$ cat config.mk
export PLATFORM = sky130hd
export DESIGN_NAME = button_conditioner_flat
export DESIGN_NICKNAME = d
export VERILOG_FILES = /design/src/rtl/button_conditioner_if.sv /design/src/rtl/button_conditioner.sv /design/src/flat_wrapper.sv
export SDC_FILE = /design/constraint.sdc
export NUM_CORES = 1
export LEC_CHECK = 0
export CAP_MARGIN = 20
export CORE_ASPECT_RATIO = 1.4
export CORE_MARGIN = 2
export CORE_UTILIZATION = 51
export DETAILED_ROUTE_END_ITERATION = 12
export MAX_ROUTING_LAYER = met4
export PLACE_DENSITY = 0.79
export SLEW_MARGIN = 20
export SYNTH_ARGS = -nofsm -noshare
export SYNTH_HDL_FRONTEND = slang
export SYNTH_SLANG_ARGS = --single-unit
$ cat constraint.sdc
create_clock -name clk -period 1.8 [get_ports clk]
set_input_delay 0.54 -clock clk [delete_from_list [all_inputs] [get_ports clk]]
set_output_delay 0.54 -clock clk [all_outputs]
set_load 0.05 [all_outputs]
$ cat src/rtl/button_conditioner_if.sv
// rtl/button_conditioner_if.sv - button conditioner signal bundle
interface button_conditioner_if #(
  parameter int WIDTH = 4
);
  logic [WIDTH-1:0] raw_buttons;
  logic             clear_latched;
  logic [WIDTH-1:0] debounced;
  logic [WIDTH-1:0] press_pulse;
  logic [WIDTH-1:0] release_pulse;
  logic [WIDTH-1:0] press_latched;
  logic             any_pressed;

  // Driver side: supplies raw levels and the clear strobe, observes results.
  modport master (
    output raw_buttons,
    output clear_latched,
    input  debounced,
    input  press_pulse,
    input  release_pulse,
    input  press_latched,
    input  any_pressed
  );

  // Conditioner side.
  modport slave (
    input  raw_buttons,
    input  clear_latched,
    output debounced,
    output press_pulse,
    output release_pulse,
    output press_latched,
    output any_pressed
  );
endinterface

$ cat src/rtl/button_conditioner.sv
// rtl/button_conditioner.sv - synchronize, debounce and edge-detect pushbuttons
module button_conditioner #(
  parameter int WIDTH           = 4,
  parameter int DEBOUNCE_CYCLES = 16
) (
  input logic                 clk,
  input logic                 reset,
  button_conditioner_if.slave bus
);
  localparam int CNT_W = $clog2(DEBOUNCE_CYCLES + 1);
  localparam logic [CNT_W-1:0] CNT_LAST = CNT_W'(DEBOUNCE_CYCLES - 1);

  logic [WIDTH-1:0]            sync1_q, sync1_d;
  logic [WIDTH-1:0]            sync2_q, sync2_d;
  logic [WIDTH-1:0]            debounced_q, debounced_d;
  logic [WIDTH-1:0][CNT_W-1:0] cnt_q, cnt_d;
  logic [WIDTH-1:0]            press_pulse_q, press_pulse_d;
  logic [WIDTH-1:0]            release_pulse_q, release_pulse_d;
  logic [WIDTH-1:0]            press_latched_q, press_latched_d;

  // Next-state: two-flop synchronizer, per-channel run counter, edge events, sticky flags.
  always_comb begin
    sync1_d     = bus.raw_buttons;
    sync2_d     = sync1_q;
    debounced_d = debounced_q;
    cnt_d       = cnt_q;
    for (int i = 0; i < WIDTH; i++) begin
      if (sync2_q[i] == debounced_q[i]) begin
        cnt_d[i] = '0;
      end else if (cnt_q[i] == CNT_LAST) begin
        debounced_d[i] = sync2_q[i];
        cnt_d[i]       = '0;
      end else begin
        cnt_d[i] = cnt_q[i] + CNT_W'(1);
      end
    end
    press_pulse_d   = debounced_d & ~debounced_q;
    release_pulse_d = ~debounced_d & debounced_q;
    // A press arriving with the clear strobe survives it.
    press_latched_d = (press_latched_q & ~{WIDTH{bus.clear_latched}}) | press_pulse_d;
  end

  // State registers; reset discards any debounce progress.
  always_ff @(posedge clk) begin
    if (reset) begin
      sync1_q         <= '0;
      sync2_q         <= '0;
      debounced_q     <= '0;
      cnt_q           <= '0;
      press_pulse_q   <= '0;
      release_pulse_q <= '0;
      press_latched_q <= '0;
    end else begin
      sync1_q         <= sync1_d;
      sync2_q         <= sync2_d;
      debounced_q     <= debounced_d;
      cnt_q           <= cnt_d;
      press_pulse_q   <= press_pulse_d;
      release_pulse_q <= release_pulse_d;
      press_latched_q <= press_latched_d;
    end
  end

  assign bus.debounced     = debounced_q;
  assign bus.press_pulse   = press_pulse_q;
  assign bus.release_pulse = release_pulse_q;
  assign bus.press_latched = press_latched_q;
  assign bus.any_pressed   = |press_latched_q;
endmodule

$ cat src/flat_wrapper.sv
// flat-port wrapper written by rule: the top's interface ports become plain ports
module button_conditioner_flat 
#(
  parameter int WIDTH           = 4,
  parameter int DEBOUNCE_CYCLES = 16
)
  (clk, reset, bus_raw_buttons, bus_clear_latched, bus_debounced, bus_press_pulse, bus_release_pulse, bus_press_latched, bus_any_pressed);
  button_conditioner_if #(.WIDTH(WIDTH)) bus_i ();
  input logic clk;
  input logic reset;
  input wire logic [$bits(bus_i.raw_buttons)-1:0] bus_raw_buttons;
  input wire logic [$bits(bus_i.clear_latched)-1:0] bus_clear_latched;
  output wire logic [$bits(bus_i.debounced)-1:0] bus_debounced;
  output wire logic [$bits(bus_i.press_pulse)-1:0] bus_press_pulse;
  output wire logic [$bits(bus_i.release_pulse)-1:0] bus_release_pulse;
  output wire logic [$bits(bus_i.press_latched)-1:0] bus_press_latched;
  output wire logic [$bits(bus_i.any_pressed)-1:0] bus_any_pressed;
  assign bus_i.raw_buttons = bus_raw_buttons;
  assign bus_i.clear_latched = bus_clear_latched;
  assign bus_debounced = bus_i.debounced;
  assign bus_press_pulse = bus_i.press_pulse;
  assign bus_release_pulse = bus_i.release_pulse;
  assign bus_press_latched = bus_i.press_latched;
  assign bus_any_pressed = bus_i.any_pressed;
  button_conditioner #(.WIDTH(WIDTH), .DEBOUNCE_CYCLES(DEBOUNCE_CYCLES)) u_core (.clk(clk), .reset(reset), .bus(bus_i));
endmodule
# --- After elaboration in Yosys (flattened, before gate mapping) ---
# Cells that the tools add are included.
# W data, S select, Z words.
word_totals:
  register_bits: 44
  inputBits: 7
  output_inout_bits: 17
op_classes:
  add_sub_neg: 4
  eq_ne: 8
  muxes: 8
  bitwise: 7
  n_reduce_logical: 5
ops:
  columns: ["cell", "count"]
  rows:
  - ["$add A5 B1 Y5 const B", 4]
  - ["$eq A5 B4 Y1 const B", 4]
  - ["$and A4 B4 Y4", 3]
  - ["$not A4 Y4", 3]
  - ["$reduce_or A3 Y1", 4]
  - ["$mux W1", 8]
  - ["$eq A1 B1 Y1", 4]
  - ["$or A4 B4 Y4", 1]
  - ["$reduce_or A4 Y1", 1]

# --- Logic depth before layout (Yosys ltp) ---
# Gate-level depths: netlist (run 1).
depth:
  ltp_word: 5
  depth_mapped: 5
  ltp_nobuf: 5

# --- Worst setup path after synthesis (run 1) ---
# OpenSTA, ideal clock, no wires.
synth_timing:
  kind: "reg2out"
  from: "register u_core.press_latched_q[2] (netlist: u_core.bus.press_latched[2])"
  to: "output bus_any_pressed"
  arrival_ns: 1.296
  setup_slack_ns: -0.036
  path_stages_with_launch: 2
  path_cell_list: "dfxtp_1 > or4_1"
synth_via:
  elab_chain_cells: 1
synth_lines:
  columns: ["item", "line_no", "rtl"]
  rows:
  - ["start: declaration", "button_conditioner.sv:19", "logic [WIDTH-1:0] press_latched_q, press_latched_d;"]
  - ["start signal: assignment", "button_conditioner.sv:60", "press_latched_q <= press_latched_d;"]
  - ["$reduce_or A4 Y1", "button_conditioner.sv:68", "assign bus.any_pressed = |press_latched_q;"]
  - ["end: declaration", "flat_wrapper.sv:17", "output wire logic [$bits(bus_i.any_pressed)-1:0] bus_any_pressed;"]
# No other way between the ends.

# --- Worst setup path in the final report (run 1) ---
layout_timing:
  from: "register u_core.press_latched_q[3] (netlist: u_core.bus.press_latched[3])"
  to: "output bus_any_pressed"
# The elaborated chain is that of the path after synthesis.

==> key figures, run 1 <==
Timing
  – Worst clock skew: 0.00491 ns
  – Setup violations, final: 1
  – Final hold violations: 0
  – Peak Freq: 541 MHz
  – Final setup TNS: -0.0472 ns
  – Slew headroom: 0.836
  – Final WS setup: -0.0472 ns
  – RSZ-0062 raised after global routing: true
  – Max-slew violations: 0
  – Worst Tran Pin Value: 0.246 ns
  – Final period util: 1.03
  – Post-layout min period: 1.85 ns

Setup path
  – Worst-path fanout max: 2
  – Register-to-register setup slack: 0.19 ns
  – Reg2reg path depth: 5
  – Setup crit end kind: output port
  – Slowest stage cell, crit path: or4_4
  – CP Launch Point: u_core.bus.press_latched[3]$_SDFF_PP0_
  – CP max stage delay: 0.53 ns
  – CP startpoint kind: flop
  – Critical Path AT: 1.31 ns
  – Worst r2r dst: u_core.cnt_q[18]$_SDFF_PP0_
  – Worst EP required: 1.26 ns
  – Crit Path Class: flop to output port
  – Critical path cell sequence: or4_4 -> buf_8
  – FF-to-FF Start: u_core.cnt_q[15]$_SDFF_PP0_
  – Crit path depth: 2
  – Crit path buffers/inverters: 1
  – Crit path capture: bus_any_pressed
  – Delay-heaviest family, CP: simple AND/OR/NAND/NOR gates

Synthesis
  – Sequential cell area fraction in the yosys report: 0.571
  – Cells after synthesis: 136
  – YS warnings: 0
  – Simple-gate area share of the yosys netlist: 0.222
  – Multiplexer share of the synthesized area: 0.0259
  – Synth cell count leaders: dfxtp_1 (44), nor2_1 (25)
  – Post-synth top area share: 0.571
  – Ys flop type: dfxtp_1
  – Compound-Gate Fraction of Synth Area: 0.0194
  – Count of different cell masters after synthesis: 17
  – Post-synth ARST share: 0
  – Leading area contributor after synthesis: dfxtp_1
  – Synth Area in XOR/XNOR: 0.0681
  – Adder-cell share of the synthesized area: 0.0648
  – Number of synthesized flops with an enable pin: 0
  – Most common cell in the netlist: dfxtp_1
  – Main combinational cell family by area after synthesis: simple AND/OR/NAND/NOR gates
  – Synth Cell Area: 1540 um2
  – Largest cells by area after synthesis: dfxtp_1 (57%), and4bb_2 (6.5%), ha_1 (6.5%)
  – Syn Area/Cell: 11.4 um2
  – Yosys reg bits: 44
  – Mapped Nets: 151

Clocking
  – CTS Root Cell: clkbuf_8
  – Clk slew on worst S/H paths: 0.08 ns
  – # H-tree levels: 2
  – CTS buffer count: 5
  – CTS tree: built
  – Clk Latency, worst-skew pair: 0.29 ns
  – CTS Sinks: 44
  – Max clock buf depth: 2

Pwr
  – Seq pwr share: 0.600
  – Sw Ratio: 0.201
  – Total power: 1.65 mW
  – Combinational share of power: 0.029
  – PD cells: 844 nW/um2
  – Clock power share: 0.371
  – Power Internal: 1.32 mW
  – P_sw: 331 uW
  – Leakage power: 0.826 nW
  – Worst vdd ir: 0.000662 V

Place
  – RD Place Congestion: 0.690
  – Port bufs: 23
  – Placed wire-length estimate: 1790 um
  – Placed Cells: 195

Hold path
  – Hold/Removal Path Class: flop to flop

Drt
  – Pre-Repair DR Iteration Count: 2
  – DRC viols: 0
  – Vias: 992
  – Via/cell ratio: 4.84
  – Initial DRC count: 12
  – Final ANT Viol Nets: 0
  – Post-Route WL: 2440 um
  – Drt wl/cell: 11.9 um

Layout
  – Layout Nets: 182
  – Final Non-Filler Cells: 205
  – Area growth from synthesis to layout: 26.7%
  – Share of layout cells above drive strength 1: 0.262
  – ANT cells: 0

GRT
  – Vias in the first global route: 1012
  – Largest net degree at the start of global routing: 26
  – Gr ovfl total: 0
  – Overall Global Routing Usage: 0.173
  – First-pass GRT wire length: 4370 um
  – Initial antenna violation count: 0

Floorplan
  – Die width: 50.5 um
  – Core region area: 2880 um2
  – Full die area: 3490 um2
  – Initial Util: 0.537
  – I/O pins: 24
  – # rows: 23
  – Die height: 69.1 um

Job
  – Max Cap Viol: 0

Status
  – Outcome: complete, but fails checks
  – Failing checks: setup timing
[cells in the final DEF, fill, tap and decap left out]
| master | n |
|---|---|
| a21o_1 | 4 |
| xor2_1 | 4 |
| clkdlybuf4s50_1 | 6 |
| or3_4 | 4 |
| buf_12 | 5 |
| or4_4 | 1 |
| clkbuf_8 | 6 |
| mux2i_1 | 4 |
| buf_8 | 1 |
| inv_1 | 8 |
| dfxtp_1 | 41 |
| xnor2_1 | 8 |
| clkinv_2 | 2 |
| buf_4 | 14 |
| nand3_1 | 4 |
| and4bb_2 | 8 |
| ha_1 | 8 |
| and2b_1 | 1 |
| dfxtp_2 | 3 |
| and3_1 | 4 |
| nor2b_1 | 7 |
| nor2_1 | 25 |
[what timing repair did]
item,CTS,global route
setup buffers,2,0
resized for setup,5,0
pin swaps,1,1
setup endpoints to repair,1,1
hold buffers,0,0
[flip-flops by register name (all words and copies together) (netlist names)]
register	cells
u_core.bus.debounced	4
u_core.bus.press_latched	4
u_core.bus.press_pulse	4
u_core.bus.release_pulse	4
u_core.cnt_q	20
u_core.sync1_q	4
u_core.sync2_q	4
[worst register-to-register path, cell delays in order, from the launching register on]
cell,delay [ns]
dfxtp_1,0.33
ha_1,0.23
and3_1,0.19
ha_1,0.22
or3_4,0.43
nor2_1,0.14
[layer usage]
| metal | global-route usage | share of wire |
|---|---|---|
| met1 | 0.186 | 0.42 |
| met2 | 0.275 | 0.51 |
| met3 | 0.0693 | 0.055 |
| met4 | 0.0811 | 0.018 |
| met5 | - | 0 |
[how the worst min path moves through the flow]
| stage | startpoint | to | slack [ns] | cells past startpoint |
|---|---|---|---|---|
| after global placement | u_core.sync1_q[0]$_SDFF_PP0_ | u_core.sync2_q[0]$_SDFF_PP0_ | 0.42 | 1 |
| final | u_core.cnt_q[5]$_SDFF_PP0_ | u_core.cnt_q[5]$_SDFF_PP0_ | 0.45 | 1 |
| after detailed placement | u_core.sync1_q[0]$_SDFF_PP0_ | u_core.sync2_q[0]$_SDFF_PP0_ | 0.43 | 1 |
| after CTS | u_core.sync1_q[0]$_SDFF_PP0_ | u_core.sync2_q[0]$_SDFF_PP0_ | 0.45 | 1 |
| after floorplan | u_core.sync1_q[0]$_SDFF_PP0_ | u_core.sync2_q[0]$_SDFF_PP0_ | 0.41 | 1 |
| after global routing | u_core.sync1_q[2]$_SDFF_PP0_ | u_core.sync2_q[2]$_SDFF_PP0_ | 0.46 | 1 |
[metrics by stage]
step | worst slack [ns] | area, um2 | hold WS [ns] | utilization
after floorplan | 0.0892 | 1550 | 0.414 | -
after global placement | 0.0827 | 1840 | 0.418 | 0.638
after detailed placement | 0.0208 | 1840 | 0.433 | 0.638
after CTS | -0.0567 | 1960 | 0.450 | 0.680
after global routing | -0.0929 | 1960 | 0.457 | 0.680
final | -0.0472 | 1960 | 0.446 | 0.680
[power groups by stage]
stage	clock network [mW]	registers (mW)	logic, mW
floorplan	0	1.01	0.0272
global placement	0	1.01	0.0466
detailed placement	0	1.01	0.0478
CTS	0.635	0.990	0.0482
global route	0.676	0.992	0.0529
finish	0.612	0.990	0.0478
[area by class of cell]
cell class / instances / area (um2)
fill: 227 / 922
sequential: 44 / 885
multi-input combinational: 82 / 622
timing repair buffer: 26 / 280
clock buffer: 6 / 82.6
tap: 37 / 46.3
inverter: 8 / 30.0
clock inverter: 2 / 10.0
[cells by family (layout without fill, tap and decap cells)]
logic type                 Yosys count  count (layout)
and+or+nand+nor                     54              54
DFF                                 44              44
xor gates and xnor gates            12              12
buffers and inverters               10              42
adders and majority gates            8               8
AOI/OAI and AO/OA                    4               4
muxes                                4               4
Power figures use the tool's default switching activity.
==> run 2, diff against run 1 <==
ABC_AREA = 1   (was default)
CORE_UTILIZATION = 52   (was 51)
PLACE_DENSITY = 0.8   (was 0.79)
RECOVER_POWER = 100   (was default)
==> run 2 against run 1 <==
Net effect:
- cell count grew 25%
- critical endpoint is now bus_debounced[2]
- sequential cell count unchanged
- hold slack got worse by 0.041 ns
- die area up 2.8%
- largest power group unchanged
- via count grew 20%
- largest cell class unchanged
- the flow now finishes without violations
==> key figures, run 2 <==
Status
  – Outcome: finished clean

Drt
  – Final ANT Viol Nets: 0 (unchanged)
  – Initial DRC count: 25 (+13)
  – Via/cell ratio: 4.63 (-4.3%)
  – DRC viols: 0 (unchanged)
  – Pre-Repair DR Iteration Count: 4 (+2)
  – Drt wl/cell: 9.72 um (-18%)
  – Vias: 1186 (+20%)
  – Post-Route WL: 2490 um (+2.2%)

Timing
  – Max-slew violations: 0 (unchanged)
  – RSZ-0062 raised after global routing: false
  – Post-layout min period: 1.64 ns (-0.202 ns)
  – Worst Tran Pin Value: 0.601 ns (+0.355 ns)
  – Final period util: 0.914 (-0.112)
  – Final setup TNS: 0 ns (+0.0472 ns)
  – Hold_ws: 0.405 ns (-0.0412 ns)
  – Slew headroom: 0.601 (-0.235)
  – Worst clock skew: 0.00302 ns (-0.00189 ns)
  – Final hold violations: 0 (unchanged)
  – Setup violations, final: 0 (-1)
  – Peak Freq: 608 MHz (+12%)
  – Final WS setup: 0.155 ns (+0.202 ns)

Layout
  – ANT cells: 0 (unchanged)
  – Biggest register: u_core.cnt_q
  – Area growth from synthesis to layout: 14.7%
  – Layout Nets: 231 (+27%)
  – Largest register FFs: 20 (unchanged)
  – Commonest non-fill, non-tap cell in the layout: dfxtp_1
  – Design area: 1860 um2 (-4.9%)
  – Most frequent cells in the layout: dfxtp_1 (44), nor2_1 (40), inv_1 (30), nand2_1 (22)
  – Share of layout cells above drive strength 1: 0.0876 (-0.174)

Setup path
  – CP startpoint kind: flop
  – CP max stage delay: 0.44 ns (-0.09 ns)
  – Slowest stage cell, crit path: dlymetal6s2s_1
  – Delay-heaviest family, CP: buffers and inverters
  – Setup crit end kind: output port
  – Critical Path AT: 1.10 ns (-0.21 ns)
  – Crit path buffers/inverters: 1 (unchanged)
  – Critical path cell sequence: dlymetal6s2s_1
  – Crit Path Class: flop to output port
  – Worst EP required: 1.26 ns (about the same)
  – Worst-path fanout max: 4 (+2)

Place
  – Port bufs: 23 (unchanged)
  – Placed wire-length estimate: 1760 um (-1.5%)
  – DP Worst Slack: 0.219 ns (+0.198 ns)
  – RD Place Congestion: 0.714 (+3.4%)
  – Placed Instance Area: 1900 um2 (+3.5%)

Synthesis
  – Post-synth top area share: 0.543 (-0.0273)
  – Synth Area in XOR/XNOR: 0.0216 (-0.0465)
  – Sequential cell area fraction in the yosys report: 0.543 (-0.0273)
  – Synth cell count leaders: dfxtp_1 (44), nor2_1 (39), inv_1 (30)
  – Leading area contributor after synthesis: dfxtp_1
  – Simple-gate area share of the yosys netlist: 0.221 (-0.000592)
  – Synth Cell Area: 1620 um2 (+5.0%)
  – Syn Area/Cell: 8.63 um2 (-24%)
  – Count of different cell masters after synthesis: 21 (+4)
  – Cells after synthesis: 188 (+38%)
  – Ys flop type: dfxtp_1
  – Number of synthesized flops with an enable pin: 0 (unchanged)
  – Largest cells by area after synthesis: dfxtp_1 (54%), nor2_1 (9.0%), inv_1 (6.9%)
  – Main combinational cell family by area after synthesis: simple AND/OR/NAND/NOR gates
  – Adder-cell share of the synthesized area: 0.0617 (-0.00310)
  – Yosys reg bits: 44 (unchanged)
  – Most common cell in the netlist: dfxtp_1
  – YS warnings: 0 (unchanged)
  – Post-synth ARST share: 0 (unchanged)
  – Compound-Gate Fraction of Synth Area: 0.0610 (+0.0415)
  – Mapped Nets: 203 (+34%)
  – Multiplexer share of the synthesized area: 0 (-0.0259)

Floorplan
  – Die height: 70.1 um (+1.4%)
  – # rows: 24 (+4.3%)
  – Die width: 51.2 um (+1.4%)
  – Core region area: 3030 um2 (+5.4%)
  – I/O pins: 24 (unchanged)
  – Initial Util: 0.535 (-0.00187)
  – Full die area: 3590 um2 (+2.8%)

GRT
  – Overall Global Routing Usage: 0.167 (-0.00563)
  – First-pass GRT wire length: 4240 um (-3.2%)
  – Vias in the first global route: 1003 (-0.89%)
  – Initial antenna violation count: 0 (unchanged)
  – GR Util met3: 0.0598 (-0.00944)
  – M2 GR Usage: 0.260 (-0.0151)
  – GRT met1 Usage: 0.180 (-0.00545)
  – Largest net degree at the start of global routing: 28 (+7.7%)
  – Most Crowded Layer GR: met2
  – Gr ovfl total: 0 (unchanged)

Clocking
  – Max clock buf depth: 2 (unchanged)
  – Post-CTS setup buffer count: 0 (-2)
  – Clk Latency, worst-skew pair: 0.29 ns (about the same)
  – CTS buffer count: 5 (unchanged)
  – Clk slew on worst S/H paths: 0.07 ns (about the same)
  – # H-tree levels: 2 (unchanged)
  – CTS Root Cell: clkbuf_8
  – CTS Sinks: 44 (unchanged)
  – Hold-fix buffer count after cts: 0 (unchanged)
  – Post_cts resized: 0 (-5)
  – CTS tree: built

Pwr
  – Leakage power: 0.770 nW (-6.8%)
  – PD cells: 887 nW/um2 (+5.2%)
  – Worst vdd ir: 0.000532 V (-20%)

Job
  – Max Cap Viol: 0 (unchanged)

Hold path
  – Hold/Removal Path Class: flop to flop
==> run 2: final timing paths <==
| check | endpoint | depth (start not counted) | slack [ns] | start |
|---|---|---|---|---|
| setup / recovery | bus_debounced[2] | 1 | 0.16 | u_core.bus.debounced[2]$_SDFF_PP0_ |
| hold / removal | u_core.sync2_q[1]$_SDFF_PP0_ | 2 | 0.40 | u_core.sync1_q[1]$_SDFF_PP0_ |
| setup reg to reg | u_core.cnt_q[9]$_SDFF_PP0_ | 7 | 0.37 | u_core.cnt_q[5]$_SDFF_PP0_ |
| hold reg to reg | u_core.sync2_q[1]$_SDFF_PP0_ | 2 | 0.40 | u_core.sync1_q[1]$_SDFF_PP0_ |
==> run 2: cell families (layout without fill, tap and decap cells) <==
| group | after synthesis | in the layout |
|---|---|---|
| and+or+nand+nor | 81 | 81 |
| DFF | 44 | 44 |
| buffers and inverters | 35 | 64 |
| AOI/OAI and AO/OA | 16 | 16 |
| adders and majority gates | 8 | 8 |
| xor gates and xnor gates | 4 | 4 |
==> run 2: where the power goes <==
group	leakage (nW)	switching, mW	total, mW	internal (mW)
Sequential	0.356	0.00804	0.992	0.984
Combinational	0.369	0.0240	0.0444	0.0204
Clock	0.0455	0.301	0.614	0.313
Total	0.770	0.333	1.65	1.32
==> run 2: area by class of cell <==
type	count	area, um2
timing repair buffer	24	156
clock buffer	8	90.1
tap	39	48.8
inverter	32	120
multi-input combinational	109	563
fill	281	1170
sequential	44	881
==> run 2: stage by stage <==
step | util | total power [mW] | instances
after detailed placement | 0.627 | 1.07 | 248
after floorplan | - | 1.05 | 188
final | 0.613 | 1.65 | 256
after global placement | 0.627 | 1.06 | 248
after global routing | 0.613 | 1.72 | 256
after CTS | 0.656 | 1.67 | 256
==> run 2: layer usage <==
metal,share of wire,up-vias,routed length (um)
li1,-,634,-
met1,0.44,518,1090
met2,0.48,28,1200
met3,0.049,6,123
met4,0.028,0,69
met5,0,-,0
==> run 2: worst register-to-register path, cell delays in order, from the launching register on <==
cell,delay [ns]
dfxtp_1,0.38
ha_1,0.20
nand2_1,0.06
nor2_1,0.10
ha_1,0.25
nor2_1,0.07
nand3_1,0.21
nor2_1,0.06
